File: src/rtl/uart_tx_arbiter_pkg.sv
// uart_arb_pkg: shared types for the two-requester UART transmit arbiter
package uart_arb_pkg;
   typedef enum logic [1:0] {IDLE, LOAD, START, DRAIN} state_e;
   typedef logic req_idx_t;
   localparam logic [1:0] GRANT_NONE = 2'b00;
endpackage

File: src/rtl/uart_tx_arbiter_rr_pick2.sv
// rr_pick2: two-way round-robin picker that favours the requester not served last
module rr_pick2
   import uart_arb_pkg::*;
(
   input  logic [1:0] valid_i,
   input  req_idx_t   last_served_i,
   output logic [1:0] grant_o
);
   always_comb grant_o = &valid_i ? (last_served_i ? 2'b01 : 2'b10) : valid_i;
endmodule

File: src/rtl/uart_tx_arbiter.sv
// uart_tx_arbiter: shares one UART TX core between two byte streams with
// round-robin grants locked until a last byte or an idle timeout
module uart_tx_arbiter
   import uart_arb_pkg::*;
#(
   parameter int DATA_WIDTH = 8,
   parameter int TIMEOUT    = 1024
) (
   input  logic                  clock,
   input  logic                  reset,
   input  logic [DATA_WIDTH-1:0] req0_data,
   input  logic                  req0_valid,
   input  logic                  req0_last,
   output logic                  req0_ready,
   input  logic [DATA_WIDTH-1:0] req1_data,
   input  logic                  req1_valid,
   input  logic                  req1_last,
   output logic                  req1_ready,
   output logic [DATA_WIDTH-1:0] tx_data,
   output logic                  tx_start,
   input  logic                  tx_busy,
   output logic [1:0]            grant,
   output logic                  timeout_evt
);
   localparam int CW = $clog2(TIMEOUT);
   localparam logic [CW-1:0] IDLE_MAX = CW'(TIMEOUT - 1);
   state_e                state_q;
   logic [1:0]            grant_q;
   req_idx_t              last_served_q;
   logic [DATA_WIDTH-1:0] tx_data_q;
   logic                  tx_start_q;
   logic                  last_flag_q;
   logic [CW-1:0]         idle_q;
   logic [1:0]            win;
   req_idx_t              owner_idx;
   logic                  owner_valid;
   logic                  owner_last;
   logic [DATA_WIDTH-1:0] owner_data;
   logic                  in_load;
   logic                  xfer;
   logic                  expire;
   rr_pick2 u_pick (
      .valid_i       ({req1_valid, req0_valid}),
      .last_served_i (last_served_q),
      .grant_o       (win)
   );
   always_comb begin
      owner_idx   = grant_q[1];
      owner_valid = grant_q[1] ? req1_valid : req0_valid;
      owner_last  = grant_q[1] ? req1_last  : req0_last;
      owner_data  = grant_q[1] ? req1_data  : req0_data;
      in_load     = state_q == LOAD;
      xfer        = in_load && owner_valid && !tx_busy;
      expire      = in_load && !owner_valid && idle_q == IDLE_MAX;
   end
   assign req0_ready  = in_load && grant_q[0] && !tx_busy;
   assign req1_ready  = in_load && grant_q[1] && !tx_busy;
   assign tx_data     = tx_data_q;
   assign tx_start    = tx_start_q;
   assign grant       = grant_q;
   assign timeout_evt = expire;
   always_ff @(posedge clock or negedge reset) begin
      if (!reset) begin
         state_q       <= IDLE;
         grant_q       <= GRANT_NONE;
         last_served_q <= 1'b1;
         tx_data_q     <= '0;
         tx_start_q    <= 1'b0;
         last_flag_q   <= 1'b0;
         idle_q        <= '0;
      end else begin
         tx_start_q <= 1'b0;
         case (state_q)
            IDLE:
               if (|win) begin
                  grant_q <= win;
                  idle_q  <= '0;
                  state_q <= LOAD;
               end
            LOAD:
               if (xfer) begin
                  tx_data_q   <= owner_data;
                  last_flag_q <= owner_last;
                  idle_q      <= '0;
                  tx_start_q  <= 1'b1;
                  state_q     <= START;
               end else if (expire) begin
                  last_served_q <= owner_idx;
                  grant_q       <= GRANT_NONE;
                  state_q       <= IDLE;
               end else if (!owner_valid) begin
                  idle_q <= idle_q + CW'(1);
               end
            START: state_q <= DRAIN;
            DRAIN:
               if (!tx_busy) begin
                  if (last_flag_q) begin
                     last_served_q <= owner_idx;
                     grant_q       <= GRANT_NONE;
                     state_q       <= IDLE;
                  end else begin
                     idle_q  <= '0;
                     state_q <= LOAD;
                  end
               end
            default: state_q <= IDLE;
         endcase
      end
   end
endmodule

File: config.mk
export PLATFORM = sky130hd
export DESIGN_NAME = uart_tx_arbiter
export DESIGN_NICKNAME = d
export VERILOG_FILES = /design/src/rtl/uart_tx_arbiter_pkg.sv /design/src/rtl/uart_tx_arbiter_rr_pick2.sv /design/src/rtl/uart_tx_arbiter.sv
export SDC_FILE = /design/constraint.sdc
export NUM_CORES = 1
export LEC_CHECK = 0
export CAP_MARGIN = 20
export CORE_MARGIN = 1
export CORE_UTILIZATION = 48
export DETAILED_ROUTE_END_ITERATION = 16
export GPL_TIMING_DRIVEN = 0
export PLACE_DENSITY_LB_ADDON = 0.15
export SLEW_MARGIN = 20
export SYNTH_ARGS = -nofsm -noshare
export SYNTH_HDL_FRONTEND = slang
export SYNTH_SLANG_ARGS = --single-unit
File: constraint.sdc
create_clock -name clock -period 1.9 [get_ports clock]
set_input_delay 0.285 -clock clock [delete_from_list [all_inputs] [get_ports clock]]
set_output_delay 0.285 -clock clock [all_outputs]
set_load 0.01 [all_outputs]
==> results.yml <==
outcome:
  status: "completed"
synth:
  ys_ff_latch: 25
  ys_types: 40
  ys.flop_type: "dfrtp_1"
  async_reset_ff_frac: 1.000
  synth_fa_ha_area_frac: 0.008953
  synth-edff-count: 0
  synthesis.nets: 167
  synthSimpleGateAreaFrac: 0.1710
  netlist_area_um2: 1398
  seq_area_frac_synth: 0.4485
  synthTopCellsByCount: "dfrtp_1 (24), nand2_1 (21), mux2i_1 (12)"
  synthCells: 143
  yosysMostFrequentCell: "dfrtp_1"
  synth_area_per_cell_um2: 9.773
  yosysTopAreaCell: "dfrtp_1"
  synth_top_family_by_area: "compound AO/OA/AOI/OAI gates"
  synth_area_leaders: "dfrtp_1 (43%), mux2i_1 (8.6%), nand2_1 (5.6%)"
  synth_compound_area_frac: 0.2005
  synthMuxAreaShare: 0.1128
  synth_xor_area_frac: 0
  ys_warn_count: 0
  synth_top_area_frac: 0.4297
min_path:
  hold_path.class: "input pin to register"
  hold_depth: 3
drt:
  met2WireLength_mm: 1.846
  viasPerCell: 5.950
  wl_met1_mm: 1.313
  routed_wl_mm: 3.337
  drc: 0
  routed.top_layer: "met4"
  num_vias: 1315
  wl_per_cell_um: 15.10
  dr_wl_met3_um: 142
  drtAntennaViolNets: 0
  drt-initial-drc-count: 36
  first_pass_iters: 4
worst_setup_path:
  r2r-start: "grant[1]"
  crit_type: "register to output pin"
  cp-end-kind: "output pin"
  crit_arrival_ns: 1.58
  crit_fanout: 3
  critPathCapture: "timeout_evt"
  critPathLaunchType: "register"
  r2r_end: "idle_q[9]"
  worstPathRequired_ns: 1.62
  r2r_slack_ns: 0.06
  cp-startpoint: "idle_q[1]"
  r2r.worst_path.cells: 5
job:
  maxCapViolCount: 0
timing:
  slew_headroom: 0.6393
  skew_ns: 0.003093
  fin_crit_ns: 1.865
  rsz0062_at_grt: "true"
  drv_slew: 0
  min_period_over_period: 0.9817
  worst-slew-pin-transition_ns: 0.5410
  final-setup-viol-count: 0
  hold_violations: 0
  fmax_ghz: 0.5361
clock_tree:
  worstSkewPairLatency_ns: 0.31
  clock_tree.buffer_depth: 2
  clk_pin_slew_ns: 0.14
  ctsRootBufferMaster: "clkbuf_4"
  numCtsBuffers: 3
  clkSinkCount: 25
  h-tree-depth: 1
  cts_tree: "built"
placement:
  dpl.hpwl_mm: 2.415
  placed_area_um2: 1792
  numPortBuffers: 36
  dp_cells: 210
  place_congestion: 0.8671
die:
  die_w_um: 55.96
  io_pins: 37
  initial_core_util: 0.5068
  die_y_um: 55.96
  core_area_um2: 2758
  rows: 19
  die-area_um2: 3132
global_routing:
  antenna_found_initial: 0
  grt_first_pass_wirelength_mm: 5.589
  grt_pass1_vias: 1249
  grt_max_degree: 26
  grtUsageTotal: 0.2268
  overflow: 0
final_layout:
  areaGrowthSynthToFinish_pct: 38.23
  fin_nets: 215
  drive_above_1_share: 0.1684
  stdcell_area_um2: 1932
  stdcell_count: 221
  diodes: 0
pwr:
  ir_worst_vdd_mv: 0.8610
  p_leak_nw: 0.8520
  power.density_nw_per_um2: 1141
sequential cells by signal, indices dropped and copies added (netlist names), named ones only:
| signal | count |
|---|---|
| last_flag_q | 1 |
| state_q | 1 |
| tx_start | 1 |
| tx_data | 8 |
| idle_q | 10 |
| grant | 2 |
| last_served_q | 1 |
power by group:
group	leakage (nW)	switching, W	internal [W]	total (W)
sequential	0.321	0.000114	0.000694	0.000809
combinational	0.516	0.000593	0.000564	0.00116
clock	0.0150	0.000156	0.0000818	0.000238
total	0.852	0.000864	0.00134	0.00220
metrics by stage:
stage          utilization  total power [W]  hold slack [ns]  setup slack (ns)   TNS, ns
4_1_cts             0.6783         0.002172           0.5002           0.01249         0
5_1_grt             0.7005         0.002356           0.4272          -0.04911  -0.04936
3_5_place_dp        0.6497         0.001885           0.3075           -0.4101    -4.635
3_3_place_gp        0.6515         0.001840           0.4628           -0.3804    -3.645
2_1_floorplan            -         0.001457         -0.01059            0.2010         0
6_report            0.7005         0.002204           0.3987           0.03477         0
how the worst min path moves through the flow:
| stage | from | endpoint | slack, ns |
|---|---|---|---|
| 5_1_grt | req0_valid | grant[0] | 0.43 |
| 3_3_place_gp | tx_data[1] | tx_data[1] | 0.46 |
| 3_5_place_dp | reset | idle_q[5] | 0.31 |
| 6_report | req0_valid | grant[0] | 0.40 |
| 4_1_cts | reset | grant[0] | 0.50 |
| 2_1_floorplan | reset | async pin | -0.01 |
area by class of cell:
class	instances	area, µm²
Fill cell	231	825.8
Timing Repair Buffer	43	405.4
Buffer	10	67.56
Sequential cell	25	628.1
Clock buffer	4	26.28
Tap cell	31	38.79
Multi-Input combinational cell	101	739.5
Inverter	7	26.28
placed cells by master, fill, tap and decap left out, types with 2 or more instances in the layout:
| cell | instances |
|---|---|
| a21oi_1 | 4 |
| mux2i_1 | 11 |
| nand2_1 | 21 |
| o21ai_0 | 9 |
| buf_2 | 5 |
| a41oi_1 | 4 |
| dfrtp_1 | 23 |
| nand3_1 | 6 |
| buf_1 | 2 |
| dlygate4sd2_1 | 2 |
| clkbuf_4 | 3 |
| clkdlybuf4s50_1 | 31 |
| nor3_1 | 2 |
| buf_4 | 8 |
| and3_1 | 4 |
| a31oi_1 | 10 |
| inv_1 | 7 |
| nand2b_1 | 3 |
layer usage:
metal  up-vias  GRT usage
met5         -          0
met4         0    0.06969
met3         4    0.02558
li1        622          -
met2        40     0.4184
met1       649     0.2752
worst max-delay path, cell delays in order, from the launching register on:
cell and delay, ns:
dfrtp_1 0.43, ha_4 0.15, and4_4 0.27, nand3_4 0.08, nor3_4 0.19, buf_2 0.15
kinds of logic (layout without fill, tap and decap cells):
family	Yosys count	after routing
simple gates	47	47
fa+ha+maj	1	1
mux	15	15
compound gates	38	38
buf+inv	17	64
flops	25	25
timing repair:
item | in CTS | in global routing
endpoints found under the setup margin | 5 | 12
pin swaps | 0 | 4
gates resized for setup | 16 | 8
hold buffers | 1 | 0
setup buffers | 2 | 4
hold endpoints to repair | 24 | 0
Power figures use the tool's default switching activity.
